**src/rtl/physics_frame_scheduler.sv**
```systemverilog
// physics_frame_scheduler
// Runs one physics frame per accepted frame tick: SUBSTEPS integration
// passes, then every unordered sprite pair (i<j) in lexicographic order
// through the shared collision unit, then a one-cycle commit pulse.
//
// Handshakes:
//   integ_start_o / integ_done_i : one-cycle pulse out, one-cycle pulse back.
//   pair_valid_o / pair_ready_i  : a pair transfers on any cycle where both
//     are high; pair_i_o, pair_j_o and pair_last_o hold steady while
//     pair_valid_o is high and pair_ready_i is low. pair_valid_o never drops
//     without a transfer except on reset.
//
// All outputs come from registers or from the state register alone.
module physics_frame_scheduler #(
    parameter int SPRITES  = 2,
    parameter int SUBSTEPS = 1,
    parameter int IDX_W    = (SPRITES > 1) ? $clog2(SPRITES) : 1
) (
    input  logic             clk_i,
    input  logic             rst_n_i,
    input  logic             frame_tick_i,
    input  logic             run_i,
    input  logic             step_btn_i,
    output logic             integ_start_o,
    input  logic             integ_done_i,
    output logic             pair_valid_o,
    input  logic             pair_ready_i,
    output logic [IDX_W-1:0] pair_i_o,
    output logic [IDX_W-1:0] pair_j_o,
    output logic             pair_last_o,
    output logic             commit_o,
    output logic             busy_o,
    output logic             overrun_o,
    output logic [15:0]      frame_count_o,
    output logic [2:0]       state_dbg_o
);

    localparam int SUB_W      = (SUBSTEPS > 1) ? $clog2(SUBSTEPS) : 1;
    localparam int LAST_I_INT = (SPRITES >= 2) ? SPRITES - 2 : 0;
    localparam int LAST_J_INT = (SPRITES >= 1) ? SPRITES - 1 : 0;

    localparam logic [SUB_W-1:0] SUB_LAST = SUB_W'(SUBSTEPS - 1);
    localparam logic [IDX_W-1:0] LAST_I   = IDX_W'(LAST_I_INT);
    localparam logic [IDX_W-1:0] LAST_J   = IDX_W'(LAST_J_INT);
    // With exactly two sprites the first pair is also the final one.
    localparam logic             ONE_PAIR = (SPRITES == 2);
    localparam logic             NO_PAIRS = (SPRITES < 2);

    typedef enum logic [2:0] {
        ST_IDLE       = 3'd0,
        ST_INTEG      = 3'd1,
        ST_WAIT_INTEG = 3'd2,
        ST_PAIRS      = 3'd3,
        ST_COMMIT     = 3'd4
    } state_t;

    state_t           state_q;
    logic             integ_start_q;
    logic             pair_valid_q;
    logic [IDX_W-1:0] pair_i_q;
    logic [IDX_W-1:0] pair_j_q;
    logic             pair_last_q;
    logic             commit_q;
    logic             overrun_q;
    logic [15:0]      frame_count_q;
    logic             step_pending_q;
    logic [SUB_W-1:0] substep_q;
    logic             step_q;

    logic             step_edge;
    logic             frame_start;
    logic             step_pending_d;
    logic [IDX_W-1:0] pair_i_d;
    logic [IDX_W-1:0] pair_j_d;
    logic             pair_last_d;

    // Step request bookkeeping: a pending step is consumed by the frame it starts.
    always_comb begin
        step_edge      = step_btn_i & ~step_q;
        frame_start    = (state_q == ST_IDLE) && frame_tick_i && (run_i || step_pending_q);
        step_pending_d = step_pending_q;
        if (frame_start) begin
            step_pending_d = 1'b0;
        end
        if (step_edge && !run_i) begin
            step_pending_d = 1'b1;
        end
    end

    // Next pair in lexicographic order, and whether that pair is the final one.
    always_comb begin
        pair_i_d = pair_i_q;
        pair_j_d = pair_j_q;
        if (pair_j_q < LAST_J) begin
            pair_j_d = pair_j_q + IDX_W'(1);
        end else begin
            pair_i_d = pair_i_q + IDX_W'(1);
            pair_j_d = pair_i_d + IDX_W'(1);
        end
        pair_last_d = (pair_i_d == LAST_I) && (pair_j_d == LAST_J);
    end

    // Frame sequencer with registered outputs; reset abandons any frame in flight.
    always_ff @(posedge clk_i) begin
        if (!rst_n_i) begin
            state_q        <= ST_IDLE;
            integ_start_q  <= 1'b0;
            pair_valid_q   <= 1'b0;
            pair_i_q       <= '0;
            pair_j_q       <= IDX_W'(1);
            pair_last_q    <= 1'b0;
            commit_q       <= 1'b0;
            overrun_q      <= 1'b0;
            frame_count_q  <= 16'd0;
            step_pending_q <= 1'b0;
            substep_q      <= '0;
            step_q         <= 1'b0;
        end else begin
            step_q         <= step_btn_i;
            step_pending_q <= step_pending_d;
            integ_start_q  <= 1'b0;
            commit_q       <= 1'b0;

            // A tick that lands mid-frame is dropped but remembered as an overrun.
            if (frame_tick_i && (state_q != ST_IDLE)) begin
                overrun_q <= 1'b1;
            end

            case (state_q)
                ST_IDLE: begin
                    if (frame_start) begin
                        state_q       <= ST_INTEG;
                        integ_start_q <= 1'b1;
                        substep_q     <= '0;
                    end
                end
                ST_INTEG: begin
                    state_q <= ST_WAIT_INTEG;
                end
                ST_WAIT_INTEG: begin
                    if (integ_done_i) begin
                        if (substep_q == SUB_LAST) begin
                            if (NO_PAIRS) begin
                                state_q  <= ST_COMMIT;
                                commit_q <= 1'b1;
                            end else begin
                                state_q      <= ST_PAIRS;
                                pair_valid_q <= 1'b1;
                                pair_i_q     <= '0;
                                pair_j_q     <= IDX_W'(1);
                                pair_last_q  <= ONE_PAIR;
                            end
                        end else begin
                            substep_q     <= substep_q + SUB_W'(1);
                            state_q       <= ST_INTEG;
                            integ_start_q <= 1'b1;
                        end
                    end
                end
                ST_PAIRS: begin
                    if (pair_ready_i) begin
                        if (pair_last_q) begin
                            state_q      <= ST_COMMIT;
                            commit_q     <= 1'b1;
                            pair_valid_q <= 1'b0;
                            pair_last_q  <= 1'b0;
                            pair_i_q     <= '0;
                            pair_j_q     <= IDX_W'(1);
                        end else begin
                            pair_i_q    <= pair_i_d;
                            pair_j_q    <= pair_j_d;
                            pair_last_q <= pair_last_d;
                        end
                    end
                end
                ST_COMMIT: begin
                    frame_count_q <= frame_count_q + 16'd1;
                    state_q       <= ST_IDLE;
                end
                default: begin
                    state_q <= ST_IDLE;
                end
            endcase
        end
    end

    assign integ_start_o = integ_start_q;
    assign pair_valid_o  = pair_valid_q;
    assign pair_i_o      = pair_i_q;
    assign pair_j_o      = pair_j_q;
    assign pair_last_o   = pair_last_q;
    assign commit_o      = commit_q;
    assign busy_o        = (state_q != ST_IDLE);
    assign overrun_o     = overrun_q;
    assign frame_count_o = frame_count_q;
    assign state_dbg_o   = state_q;

endmodule
```
**config.mk**
```make
export PLATFORM = sky130hd
export DESIGN_NAME = physics_frame_scheduler
export DESIGN_NICKNAME = d
export VERILOG_FILES = /design/src/rtl/physics_frame_scheduler.sv
export SDC_FILE = /design/constraint.sdc
export NUM_CORES = 1
export LEC_CHECK = 0
export CAP_MARGIN = 20
export CELL_PAD_IN_SITES_DETAIL_PLACEMENT = 0
export CELL_PAD_IN_SITES_GLOBAL_PLACEMENT = 1
export CORE_ASPECT_RATIO = 2
export CORE_MARGIN = 1
export CORE_UTILIZATION = 34
export CTS_CLUSTER_DIAMETER = 60
export DETAILED_ROUTE_END_ITERATION = 12
export MAX_ROUTING_LAYER = met4
export PLACE_DENSITY = 0.78
export SLEW_MARGIN = 0
export SYNTH_ARGS = -nofsm -noshare
export SYNTH_HDL_FRONTEND = slang
export SYNTH_SLANG_ARGS = --single-unit
```
**constraint.sdc**
```tcl
create_clock -name clk_i -period 2.2 [get_ports clk_i]
set_clock_uncertainty 0.1 [all_clocks]
set_input_delay 0.33 -clock clk_i [delete_from_list [all_inputs] [get_ports clk_i]]
set_output_delay 0.33 -clock clk_i [all_outputs]
set_load 0.01 [all_outputs]
```
==> out/results.txt <==
Share of the yosys chip area belonging to registers - 0.452
HPWL after detailed placement - 2240 um
Post-synthesis to final-layout area growth - 39.3%
Result of the run - completed
Pin count of the biggest net entering global routing - 24
Clock Latency Late Sink - 0.27 ns
Total Power - 1.02 mW
Clock-pin slew on the worst setup and hold paths - 0.10 ns
Quantity of I/O buffers inserted on ports - 33
N_diodes - 0
Fraction of power consumed by sequential logic - 0.514
Max-slew violation count - 0
CP Cell Sequence - or3b_1, or4_4, or3_1, a21boi_1
Die outline area - 3910 um^2
Floorplan die height - 87.4 um
Final routed DRC violation total - 0
Total number of vias - 1,107
Power per unit of standard cell area - 591 nW/um^2
Buffer levels on the longest clock path - 2
Leakage power of the design - 0.620 nW
Post-detailed-route via-to-cell ratio - 4.92
Worst Max-Slew Pin Slew - 0.378 ns
Total number of yosys warnings - 0
Starting utilization of the core area - 0.359
Req. time, crit path - 2.32 ns
Max-cap violations - 0
Sw power - 0.208 mW
Synth cell types - 27
Initial antenna violation count - 0
Core ar. - 3450 um^2
I/O pins - 34
Hold crit path type - reg2reg
Post-Syn Nets - 148
Count of final setup violators - 0
Post-CTS Setup Inserts - 0
Relative contribution of the clock network to total power - 0.389
Antenna-violating nets left - 0
Number of hold buffers added after cts - 0
Final net count - 187
Largest vdd supply drop - 358 uV
Post-synthesis cell area - 1240 um^2
Deepest level of the CTS H-tree - 1
Largest fanout on the critical path - 5
Global router's overall resource usage - 0.164
First-pass GRT wire length - 4640 um
Number of global-route vias before repair - 1,073
Crit-path max cell delay - 0.58 ns
Die Span X - 44.7 um
Worst slew margin relative to its limit - 0.746
Final count of hold timing violations - 0
Share of layout cells above drive strength 1 - 0.0678
Routed wire length - 2850 um
1st-pass router iterations - 4
Kind of start point of the critical path - flop
Clock tree root buffer cell - clkbuf_8
Min cycle time layout - 2.05 ns
Standard-cell rows - 30
GRT overflow - 0
Switching part of the total - 0.203
Setup_tns - 0 ns
Number of buffers created by CTS - 3
Drt initial violations - 14
Cell at the slowest stage of the critical path - or4_4
Final clock period utilization by the worst path - 0.933
GPL Wtd Cong - 0.802
Sink count of the clock tree - 28
Internal portion of total power - 0.815 mW
Routed len/inst - 12.7 um
Worst EP arrival - 2.17 ns
CTS tree - yes
Setup crit end kind - flop
Post-cts gate resize count - 0
Setup repair after global routing missed its margin - no
Average cell area after synthesis - 8.93 um^2
Critical path start-end classification - reg2reg
Peak Freq - 487 MHz
Cells after Synth - 139
Combinational fraction of design power - 0.097
Yosys reg bits - 28
-- flip-flops by register name, indices dropped and copies added (netlist names) --
name / cells
frame_count_o: 16
state_dbg_o: 3
commit_o: 1
integ_start_o: 1
overrun_o: 1
pair_i_o: 1
pair_j_o: 1
pair_last_o: 1
pair_valid_o: 1
step_pending_q: 1
step_q: 1
-- path summary, 6_finish.rpt --
check                                               startpoint                        endpoint  slack (ns)  cells past startpoint
worst max-delay path               state_dbg_o[2]$_SDFFE_PN0P_  frame_count_o[15]$_SDFFE_PN0N_        0.15                      4
worst min register to register  frame_count_o[15]$_SDFFE_PN0N_  frame_count_o[15]$_SDFFE_PN0N_        0.41                      2
worst min-delay path            frame_count_o[15]$_SDFFE_PN0N_  frame_count_o[15]$_SDFFE_PN0N_        0.41                      2
worst max register to register     state_dbg_o[2]$_SDFFE_PN0P_  frame_count_o[15]$_SDFFE_PN0N_        0.15                      4
-- area by class of cell --
| cell class | instances | area [um^2] |
|---|---|---|
| timing repair buffer | 39 | 375 |
| sequential | 28 | 561 |
| clock inverter | 1 | 30.0 |
| inverter | 4 | 15.0 |
| tap | 48 | 60.1 |
| multi-input combinational | 102 | 647 |
| clock buffer | 3 | 41.3 |
| fill | 360 | 1720 |
-- power groups by stage --
stage	logic (mW)	clock network [mW]	registers, mW
floorplan	0.0432	0	0.541
global placement	0.0988	0	0.537
detailed placement	0.0993	0	0.537
CTS	0.0998	0.408	0.526
global route	0.110	0.426	0.527
finish	0.0989	0.398	0.526
-- placed cells by master, fill, tap and decap left out, drive strengths merged --
cell type      synthesis  layout
dfxtp                 28      28
a22oi                  1       1
buf                    0       6
or4                    2       2
nand3                  6       6
nor3b                  2       2
mux2i                  3       3
a21boi                 5       5
nand2b                 3       3
nor3                   7       7
nand4                  7       7
inv                    4       4
o211a                  1       1
or3b                   1       1
clkdlybuf4s50          0      33
nor2                   4       4
a31oi                  1       1
xor2                   5       5
bufinv                 0       1
nor2b                  4       4
or3                    4       4
a21oi                  2       2
nor4                   3       3
clkbuf                 5       3
nand2                 12      12
and2                  13      13
ha                     2       2
o21ai                  8       8
xnor2                  6       6
-- metrics by stage --
stage               hold WS [ns]  area, um^2  utilization  cells  setup slack, ns
floorplan                  0.357        1240            -    139            0.227
global placement           0.371        1660        0.480    221            0.220
detailed placement         0.395        1660        0.480    221            0.173
CTS                        0.409        1730        0.501    225            0.148
global route               0.435        1730        0.501    225           0.0612
finish                     0.407        1730        0.501    225            0.146
-- worst max-delay path: cells and delay by family, from the launching register on --
kind	cells	cell delay, ns
flops	1	0.40
simple gates	3	1.36
compound gates	1	0.14
-- cell families (layout without fill, tap and decap cells) --
group           Yosys count  in the layout  share of synthesized area
compound gates           18             18                     0.0897
mux                       3              3                     0.0242
flops                    28             28                      0.452
buf+inv                   9             47                     0.0272
fa+ha+maj                 2              2                     0.0202
xor+xnor                 11             11                     0.0776
simple gates             68             68                      0.309
-- routing by layer --
| metal | routed length [um] | GRT usage | vias to the layer above | share of wire |
|---|---|---|---|---|
| met5 | 0 | - | - | 0 |
| met3 | 75 | 0.0187 | 6 | 0.026 |
| met1 | 1100 | 0.163 | 519 | 0.39 |
| met2 | 1620 | 0.299 | 24 | 0.57 |
| li1 | - | - | 558 | - |
| met4 | 61 | 0.0826 | 0 | 0.021 |
-- cell usage after synthesis (all sizes together) --
cell type	count	area [um^2]
nor2	4	15.0
or3	4	25.0
nand4	7	43.8
nor3	7	35.0
dfxtp	28	561
a21oi	2	10.0
ha	2	25.0
nor3b	2	15.0
nand2b	3	18.8
nand3	6	30.0
and2	13	81.3
inv	4	15.0
nor2b	4	25.0
mux2i	3	30.0
a31oi	1	6.26
or4	2	22.5
nor4	3	18.8
a21boi	5	37.5
xnor2	6	52.6
nand2	12	45.0
o211a	1	10.0
clkbuf	5	18.8
or3b	1	8.76
a22oi	1	7.51
o21ai	8	40.0
xor2	5	43.8
No activity file was read; power rests on OpenSTA's default activity.
